## src/rtl/io_timer_bank_pkg.sv

```systemverilog
// Shared register map and CTRL/STATUS bit positions for the J1 I/O timer bank.
// Imported by the channel and the bank top.
package io_timer_bank_pkg;

   localparam int DATA_W = 16;
   localparam int PRESC_W = 8;

   typedef enum logic [1:0] {
      REG_COUNT   = 2'd0,
      REG_COMPARE = 2'd1,
      REG_CTRL    = 2'd2,
      REG_STATUS  = 2'd3
   } regOffset_e;

   localparam int CTRL_EN        = 0;
   localparam int CTRL_ONESHOT   = 1;
   localparam int CTRL_MIE       = 2;
   localparam int CTRL_OIE       = 3;
   localparam int CTRL_PRESC_LSB = 8;

   localparam int STATUS_MATCH = 0;
   localparam int STATUS_OVF   = 1;

endpackage

```

## src/rtl/io_timer_bank_channel.sv

```systemverilog
// One timer channel: prescaler, up-counter, compare, periodic/one-shot mode and
// sticky MATCH/OVF flags with their interrupt enables.
module io_timer_channel
   import io_timer_bank_pkg::*;
#(
   parameter int WIDTH = 16
) (
   input  logic              clk,
   input  logic              resetq,
   input  logic              wrCount_i,
   input  logic              wrCompare_i,
   input  logic              wrCtrl_i,
   input  logic              wrStatus_i,
   input  logic [DATA_W-1:0] wdata_i,
   output logic [DATA_W-1:0] countRd_o,
   output logic [DATA_W-1:0] compareRd_o,
   output logic [DATA_W-1:0] ctrlRd_o,
   output logic [DATA_W-1:0] statusRd_o,
   output logic              irqReq_o
);

   logic [WIDTH-1:0]   count_q, count_d;
   logic [WIDTH-1:0]   compare_q, compare_d;
   logic [PRESC_W-1:0] presc_q, presc_d;
   logic [PRESC_W-1:0] pc_q, pc_d;
   logic               en_q, en_d;
   logic               oneShot_q, oneShot_d;
   logic               mie_q, mie_d;
   logic               oie_q, oie_d;
   logic               match_q, match_d;
   logic               ovf_q, ovf_d;
   logic               tick;
   logic               setMatch;
   logic               setOvf;

   always_comb begin
      count_d   = count_q;
      compare_d = compare_q;
      presc_d   = presc_q;
      pc_d      = pc_q;
      en_d      = en_q;
      oneShot_d = oneShot_q;
      mie_d     = mie_q;
      oie_d     = oie_q;
      setMatch  = 1'b0;
      setOvf    = 1'b0;
      tick      = en_q && (pc_q == presc_q);

      if (en_q) begin
         pc_d = tick ? '0 : pc_q + PRESC_W'(1);
      end

      // A match at the maximum count takes priority over overflow.
      if (tick) begin
         if (count_q == compare_q) begin
            setMatch = 1'b1;
            if (oneShot_q) begin
               en_d = 1'b0;
            end else begin
               count_d = '0;
            end
         end else if (count_q == {WIDTH{1'b1}}) begin
            count_d = '0;
            setOvf  = 1'b1;
         end else begin
            count_d = count_q + WIDTH'(1);
         end
      end

      if (wrCount_i) begin
         count_d = wdata_i[WIDTH-1:0];
         pc_d    = '0;
      end
      if (wrCompare_i) begin
         compare_d = wdata_i[WIDTH-1:0];
      end
      if (wrCtrl_i) begin
         if (wdata_i[CTRL_EN] && !en_q) begin
            pc_d = '0;
         end
         en_d      = wdata_i[CTRL_EN];
         oneShot_d = wdata_i[CTRL_ONESHOT];
         mie_d     = wdata_i[CTRL_MIE];
         oie_d     = wdata_i[CTRL_OIE];
         presc_d   = wdata_i[CTRL_PRESC_LSB +: PRESC_W];
      end

      // A flag being set in the same cycle survives a software clear.
      match_d = (match_q && !(wrStatus_i && wdata_i[STATUS_MATCH])) || setMatch;
      ovf_d   = (ovf_q && !(wrStatus_i && wdata_i[STATUS_OVF])) || setOvf;
   end

   always_ff @(posedge clk or negedge resetq) begin
      if (!resetq) begin
         count_q   <= '0;
         compare_q <= '0;
         presc_q   <= '0;
         pc_q      <= '0;
         en_q      <= 1'b0;
         oneShot_q <= 1'b0;
         mie_q     <= 1'b0;
         oie_q     <= 1'b0;
         match_q   <= 1'b0;
         ovf_q     <= 1'b0;
      end else begin
         count_q   <= count_d;
         compare_q <= compare_d;
         presc_q   <= presc_d;
         pc_q      <= pc_d;
         en_q      <= en_d;
         oneShot_q <= oneShot_d;
         mie_q     <= mie_d;
         oie_q     <= oie_d;
         match_q   <= match_d;
         ovf_q     <= ovf_d;
      end
   end

   assign countRd_o   = DATA_W'(count_q);
   assign compareRd_o = DATA_W'(compare_q);
   assign ctrlRd_o    = {presc_q, 4'b0000, oie_q, mie_q, oneShot_q, en_q};
   assign statusRd_o  = {14'b0, ovf_q, match_q};
   assign irqReq_o    = (match_q && mie_q) || (ovf_q && oie_q);

endmodule

```

## src/rtl/io_timer_bank.sv

```systemverilog
// Bank of independent timer channels on the J1 io bus: address decode,
// zero-latency read mux and a registered, level-sensitive interrupt request.
module io_timer_bank
   import io_timer_bank_pkg::*;
#(
   parameter  int CHANNELS = 4,
   parameter  int WIDTH    = 16,
   localparam int AW       = $clog2(CHANNELS) + 2
) (
   input  logic              clk,
   input  logic              resetq,
   input  logic              sel,
   input  logic              io_rd,
   input  logic              io_wr,
   input  logic [AW-1:0]     reg_addr,
   input  logic [DATA_W-1:0] io_dout,
   output logic [DATA_W-1:0] rdata,
   output logic              irq
);

   logic [DATA_W-1:0] countRd   [CHANNELS];
   logic [DATA_W-1:0] compareRd [CHANNELS];
   logic [DATA_W-1:0] ctrlRd    [CHANNELS];
   logic [DATA_W-1:0] statusRd  [CHANNELS];
   logic [CHANNELS-1:0] irqReq;
   regOffset_e regOff;
   int         chanIdx;
   logic       irq_q;
   logic       unusedRd;

   // Reads are side-effect free, so the read strobe carries no information.
   assign unusedRd = io_rd;

   always_comb begin
      regOff  = regOffset_e'(reg_addr[1:0]);
      chanIdx = int'(reg_addr >> 2);
   end

   for (genvar g = 0; g < CHANNELS; g++) begin : gChan
      logic wrHit;
      assign wrHit = sel && io_wr && (chanIdx == g);

      io_timer_channel #(
         .WIDTH(WIDTH)
      ) uChannel (
         .clk        (clk),
         .resetq     (resetq),
         .wrCount_i  (wrHit && (regOff == REG_COUNT)),
         .wrCompare_i(wrHit && (regOff == REG_COMPARE)),
         .wrCtrl_i   (wrHit && (regOff == REG_CTRL)),
         .wrStatus_i (wrHit && (regOff == REG_STATUS)),
         .wdata_i    (io_dout),
         .countRd_o  (countRd[g]),
         .compareRd_o(compareRd[g]),
         .ctrlRd_o   (ctrlRd[g]),
         .statusRd_o (statusRd[g]),
         .irqReq_o   (irqReq[g])
      );
   end

   // Addresses past the last channel read as zero.
   always_comb begin
      rdata = '0;
      if (sel) begin
         for (int c = 0; c < CHANNELS; c++) begin
            if (chanIdx == c) begin
               case (regOff)
                  REG_COUNT:   rdata = countRd[c];
                  REG_COMPARE: rdata = compareRd[c];
                  REG_CTRL:    rdata = ctrlRd[c];
                  REG_STATUS:  rdata = statusRd[c];
               endcase
            end
         end
      end
   end

   always_ff @(posedge clk or negedge resetq) begin
      if (!resetq) begin
         irq_q <= 1'b0;
      end else begin
         irq_q <= |irqReq;
      end
   end

   assign irq = irq_q;

endmodule

```

## config.mk

```make
export PLATFORM = sky130hd
export DESIGN_NAME = io_timer_bank
export DESIGN_NICKNAME = d
export VERILOG_FILES = /design/src/rtl/io_timer_bank_pkg.sv /design/src/rtl/io_timer_bank_channel.sv /design/src/rtl/io_timer_bank.sv
export SDC_FILE = /design/constraint.sdc
export NUM_CORES = 1
export LEC_CHECK = 0
export BUFFER_PORTS_ARGS = -buffer_cell sky130_fd_sc_hd__buf_4
export CORE_MARGIN = 5
export CORE_UTILIZATION = 50
export DETAILED_ROUTE_END_ITERATION = 10
export PLACE_DENSITY = 0.66
export SETUP_SLACK_MARGIN = 0.1
export SYNTH_ARGS = -nofsm -noshare
export SYNTH_HDL_FRONTEND = slang
export SYNTH_SLANG_ARGS = --single-unit
```

## constraint.sdc

```tcl
create_clock -name clk -period 3.1 [get_ports clk]
set_clock_uncertainty 0.15 [all_clocks]
set_input_delay 0 -clock clk [delete_from_list [all_inputs] [get_ports clk]]
set_output_delay 0 -clock clk [all_outputs]
set_load 0.005 [all_outputs]
```

# Word-level counts from Yosys, hierarchy flattened
# Index checks and enable logic that the tools add are counted.
[classes] n_eq_ne=22 multipliers=0 reduce_logical=104 n_div=0 n_shift=0 n_mux=85 n_lt_le_gt_ge=0 add_sub_neg=8 n_bitwise=0
[op_table] op="2-to-1 mux 16 bit" n=25
[op_table] op="case mux 16 bit (4 select lines)" n=4
[op_table] op="2-to-1 mux 8 bit" n=20
[op_table] op="adder 16 x 1 -> 16 bit (second input constant)" n=4
[op_table] op="== test 16 bit" n=4
[op_table] op="== test 16 bit (second input constant)" n=4
[op_table] op="logical AND 1 bit" n=53
[op_table] op="2-to-1 mux 1 bit" n=36
[op_table] op="adder 8 x 1 -> 8 bit (second input constant)" n=4
[op_table] op="== test 8 bit" n=4
[op_table] op="zero test 32 bit" n=1
[op_table] op="nonzero test 2 bit" n=16
[op_table] op="zero test 1 bit" n=12
[op_table] op="logical OR 1 bit" n=12
[op_table] op="inequality test 3 x 2 -> 1 bit (second input constant)" n=4
[op_table] op="AND reduction 3 bit" n=4
[op_table] op="== test 2 bit (second input constant)" n=4
[op_table] op="AND reduction 2 bit" n=4
[op_table] op="== test 2 x 1 -> 1 bit (second input constant)" n=2
[op_table] op="OR reduction 4 bit" n=1
[op_table] op="zero test 2 bit" n=1
[word_totals] word_cells=260 in_bits=25 mem_count=0 romBits=0 latch_bits=0 mem_bits_rw=0 ff_bits=217 output_inout_bits=17

# Depth between registers and ports, before layout
[depth] ltp_word=7 mapped_depth=9 depth_no_buf=7

# Hierarchy
# Synthesis repeated with hierarchy kept, for this count alone.
[unflattened] hier_cells=1533 hier_area_um2=15026.9
[modules_own_cells] mod="io_timer_channel" area_per_inst_um2=3153.0 cells_each=315 instances=4
[modules_own_cells] mod="io_timer_bank" area_per_inst_um2=2414.8 cells_each=273 instances=1

# Least setup slack after synthesis
# Ideal clock, no wire load.
[synth_path] path_type="reg-to-reg" startpoint="reg gChan[3].uChannel.count_q[0]" endpoint="reg gChan[3].uChannel.count_q[14]" stages_incl_launch_ff=10 slack_ns=0.613 t_arrival_ns=2.213 required_time_ns=2.826 cell_sequence="dfrtp_1 -> ha_1 -> nand3_2 -> or3_1 -> buf_6 -> o31a_1 -> and2_4 -> buf_6 -> a32o_1 -> a211o_1"
[synth_via] elab_chain_cells=5 word_cells_on_any_way=9
[synth_rtl] element="from (decl)" line="io_timer_bank_channel.sv:22" text="logic [WIDTH-1:0] count_q, count_d;"
[synth_rtl] element="from (signal assigned)" line="io_timer_bank_channel.sv:106" text="count_q <= count_d;"
[synth_rtl] element="adder 16 x 1 -> 16 bit / == test 16 bit (equally long branches)" line="io_timer_bank_channel.sv:66, io_timer_bank_channel.sv:62"
[synth_rtl] element="2-to-1 mux 16 bit" line="io_timer_bank_channel.sv:62" text="end else if (count_q == {WIDTH{1'b1}}) begin"
[synth_rtl] element="2-to-1 mux 16 bit" line="io_timer_bank_channel.sv:55" text="if (count_q == compare_q) begin"
[synth_rtl] element="2-to-1 mux 16 bit" line="io_timer_bank_channel.sv:54" text="if (tick) begin"
[synth_rtl] element="2-to-1 mux 16 bit" line="io_timer_bank_channel.sv:70" text="if (wrCount_i) begin"
# Parallel ways exist; a longest one is shown, timed or not. The select of a mux whose other input is x is not followed.
# A chain may end at the register's enable or synchronous reset.

# Final worst setup path
[layout_path] startpoint="in reg_addr[1]" endpoint="out rdata[15]"
[layout_via] elab_chain_cells=7 word_cells_on_any_way=13
[layout_rtl] element="from (decl)" line="io_timer_bank.sv:15" text="input logic [AW-1:0] reg_addr,"
[layout_rtl] element="== test 2 bit (tied with other cells)" line="io_timer_bank.sv:67" text="case (regOff)"
[layout_rtl] element="case mux 16 bit (4 select lines)" line="io_timer_bank.sv:67"
[layout_rtl] element="2-to-1 mux 16 bit (3 in series)" line="io_timer_bank.sv:66" text="if (chanIdx == c) begin"
[layout_rtl] element="2-to-1 mux 16 bit *" line="io_timer_bank.sv:66"
[layout_rtl] element="2-to-1 mux 16 bit *" line="io_timer_bank.sv:64" text="if (sel) begin"
[layout_rtl] element="to (decl)" line="io_timer_bank.sv:17" text="output logic [DATA_W-1:0] rdata,"
# Mark *: on every way between the ends. The rest lies on a longest branch, timed or not.

==> results.yml <==
outcome:
  status: "finished, violations left"
  failed_checks: "setup timing"
worst_setup_path:
  startpoint_type: "input pin"
  cp.arrival_ns: 2.98
  cp.required_ns: 2.95
  crit_path_end_kind: "output port"
  worstPathMaxFanout: 38
  crit_type: "input pin to output port"
floorplan:
  start_util_pct: 50.8
  fp-row-count: 59
  die_height_um: 173
  die_area_um2: 29800
  fp.dieW_um: 173
  core_area_um2: 26100
  io_pins: 42
finish:
  antennaDiodeCount: 0
  syn_to_final_growth_pct: 13.4
  fin_util_pct: 57.6
  final_common_cell: "dfrtp_1"
  drive_gt1_share_pct: 18.6
  layout_common_cells: "dfrtp_1, nand2_1, xor2_1"
  finalNetCount: 1450
power:
  cellPowerDensity_nw_per_um2: 613
  peakVddDrop_mv: 0.550
  p_leak_nw: 6.45
job:
  drv_cap: 0
synthesis:
  synth_cell_type_count: 75
  synthArstFlopShare_pct: 100
  ys_ff_latch: 217
  synthCells: 1372
  synth_area_um2: 13200
  syn_area_per_cell_um2: 9.64
  ys_warn_count: 0
  synth_edf_count: 0
  synthFlopType: "dfrtp_1"
  synth_nets: 1405
  ys_seq_area_share_pct: 41.0
cts:
  numCtsBuffers: 26
  worstSkewPairLatency_ns: 0.53
  root_buffer: "clkbuf_16"
  cts_tree: "built"
  cts.clk_slew.worst_paths_ns: 0.05
  post-cts-setup-buffer-count: 0
  htree_num_levels: 1
  clock_sinks: 217
  clock_path_buffers: 3
timing:
  fmax_ghz: 0.320
  slew_viol_final: 0
  layout_setup_ws_ns: -0.0262
  post-route-period-util_pct: 101
  period_minus_slack_ns: 3.13
  rsz0062_at_grt: "yes"
  setup-violations-final: 1
  setup_tns_ns: -0.0262
  maxSlewHeadroom_pct: 14.9
  final-hold-violation-count: 0
  worst_slew_pin_slew_ns: 1.24
route:
  met1_length_mm: 17.8
  wl_met3_mm: 3.63
  highest-signal-layer: "met5"
  ant_nets: 0
  routed_via_density: 6.34
  drt_iter0_drc: 1155
  wl_met2_mm: 18.8
  drc_errors: 0
  wl_per_cell_um: 23.6
  drt_first_pass_iters: 5
  via_count: 11200
  drt_wl_total_mm: 41.7
global_route:
  grt_usage_pct: 27.1
  antenna_found_initial: 1
  grt_pass1_vias: 10800
  grt_max_degree: 92
  grt_pass1_wl_mm: 64.7
  grt_overflow: 0
place:
  dp_hpwl_mm: 28.7
  portBuffers: 40
  gp_congestion: 0.924
worst_hold_path:
  hp-class: "input pin to flop"
==> per-stage QoR <==
| stage | worst slack [ns] | power [mW] | hold slack, ns | instance area (um^2) | instances |
|---|---|---|---|---|---|
| finish | -0.0262 | 9.20 | 0.0645 | 15000 | 1768 |
| global route | 0.0668 | 9.65 | 0.0739 | 15000 | 1768 |
| CTS | 0.114 | 9.20 | 0.0362 | 15000 | 1768 |
| detailed placement | 0.182 | 6.16 | -0.0828 | 13900 | 1699 |
| global placement | 0.169 | 6.10 | -0.0902 | 13900 | 1699 |
| floorplan | 0.613 | 5.36 | -0.446 | 13200 | 1372 |
==> registers in the layout, summed over array words and instances, names as in the netlist, 32 cells and up <==
signal,cells
gChan.uChannel.countRd_o,64
gChan.uChannel.compareRd_o,64
gChan.uChannel.pc_q,32
gChan.uChannel.presc_q,32
==> cells in the mapped netlist, drive strengths merged, types with 6 or more instances <==
library cell | count | area share (%)
dfrtp | 217 | 41
a22o | 20 | 1.3
a211o | 7 | 0.46
nand2b | 9 | 0.43
xnor2 | 18 | 1.2
a32o | 11 | 0.83
nand4 | 30 | 1.4
mux2i | 42 | 3.2
mux4 | 13 | 2.2
a221o | 6 | 0.45
a21oi | 44 | 1.7
nor4 | 27 | 1.3
a221oi | 8 | 0.53
inv | 36 | 1.0
ha | 8 | 0.76
xor2 | 104 | 6.9
o211ai | 12 | 0.68
buf | 29 | 1.3
nor2 | 76 | 2.2
and2 | 12 | 0.60
and3 | 19 | 0.90
nand3b | 7 | 0.40
a211oi | 6 | 0.34
clkbuf | 67 | 2.2
mux2 | 99 | 8.4
o31ai | 12 | 0.68
o21ai | 95 | 3.6
nor3 | 30 | 1.2
or3 | 9 | 0.44
nand3 | 48 | 1.9
and4 | 7 | 0.46
a32oi | 9 | 0.60
nand2 | 142 | 4.0
a22oi | 19 | 1.1
nor2b | 9 | 0.43
o22ai | 17 | 0.80
==> area by class of cell <==
| type | count | area (um^2) |
|---|---|---|
| Inverter | 36 | 135 |
| Timing Repair Buffer | 114 | 951 |
| Tap cell | 335 | 419 |
| Clock inverter | 6 | 55.1 |
| Sequential cell | 217 | 5430 |
| Fill cell | 2250 | 11100 |
| Clock buffer | 38 | 777 |
| Multi-Input combinational cell | 1022 | 7240 |
==> power breakdown <==
group	switching, mW	internal [mW]	total [mW]
Sequential	0.689	3.36	4.05
Clock	1.20	1.80	3.00
Combinational	1.12	1.03	2.15
Total	3.01	6.19	9.20
==> cell families after synthesis <==
| kind of cell | Yosys count | share of synthesized area, % |
|---|---|---|
| AO/OA/AOI/OAI | 302 | 15.5 |
| XOR/XNOR | 122 | 8.08 |
| adder cells (fa/ha/maj) | 8 | 0.757 |
| buffers and inverters | 133 | 4.58 |
| flip-flops | 217 | 41.0 |
| multiplexers | 154 | 13.8 |
| AND/OR/NAND/NOR | 436 | 16.3 |
==> layer usage <==
metal | vias up | global-route usage (%)
met5 | - | 0
met4 | 2 | 9.17
li1 | 5098 | -
met2 | 497 | 41.2
met3 | 92 | 6.33
met1 | 5514 | 38.2
==> repair_timing <==
| action | 4_1_cts | 5_1_grt |
|---|---|---|
| endpoints found under the setup margin | 0 | 22 |
| endpoints found under the hold margin | 408 | 0 |
| hold buffers | 25 | 0 |
| gates resized for setup | 0 | 4 |
==> worst max-delay path: stages <==
cell,delay [ns]
dlygate4sd3_1,0.55
buf_4,0.23
nor2b_2,0.18
buf_4,0.27
a2111oi_0,1.13
a2111oi_1,0.25
buf_4,0.23
buf_4,0.12
==> final timing paths <==
kind	start	endpoint	slack [ns]	cells past startpoint
hold reg to reg	gChan[0].uChannel.mie_q	gChan[0].uChannel.mie_q	0.38	2
setup reg to reg	gChan[1].uChannel.countRd_o[0]	gChan[1].uChannel.countRd_o[10]	0.32	7
hold / removal	reg_addr[3]	gChan[1].uChannel.pc_q[1]	0.06	4
setup / recovery	reg_addr[1]	rdata[15]	-0.03	8
max in group asynchronous	resetq	gChan[2].uChannel.countRd_o[2]	1.50	4
min in group asynchronous	resetq	gChan[0].uChannel.pc_q[6]	0.46	3
Note: power is estimated with default switching activity, not from simulation.
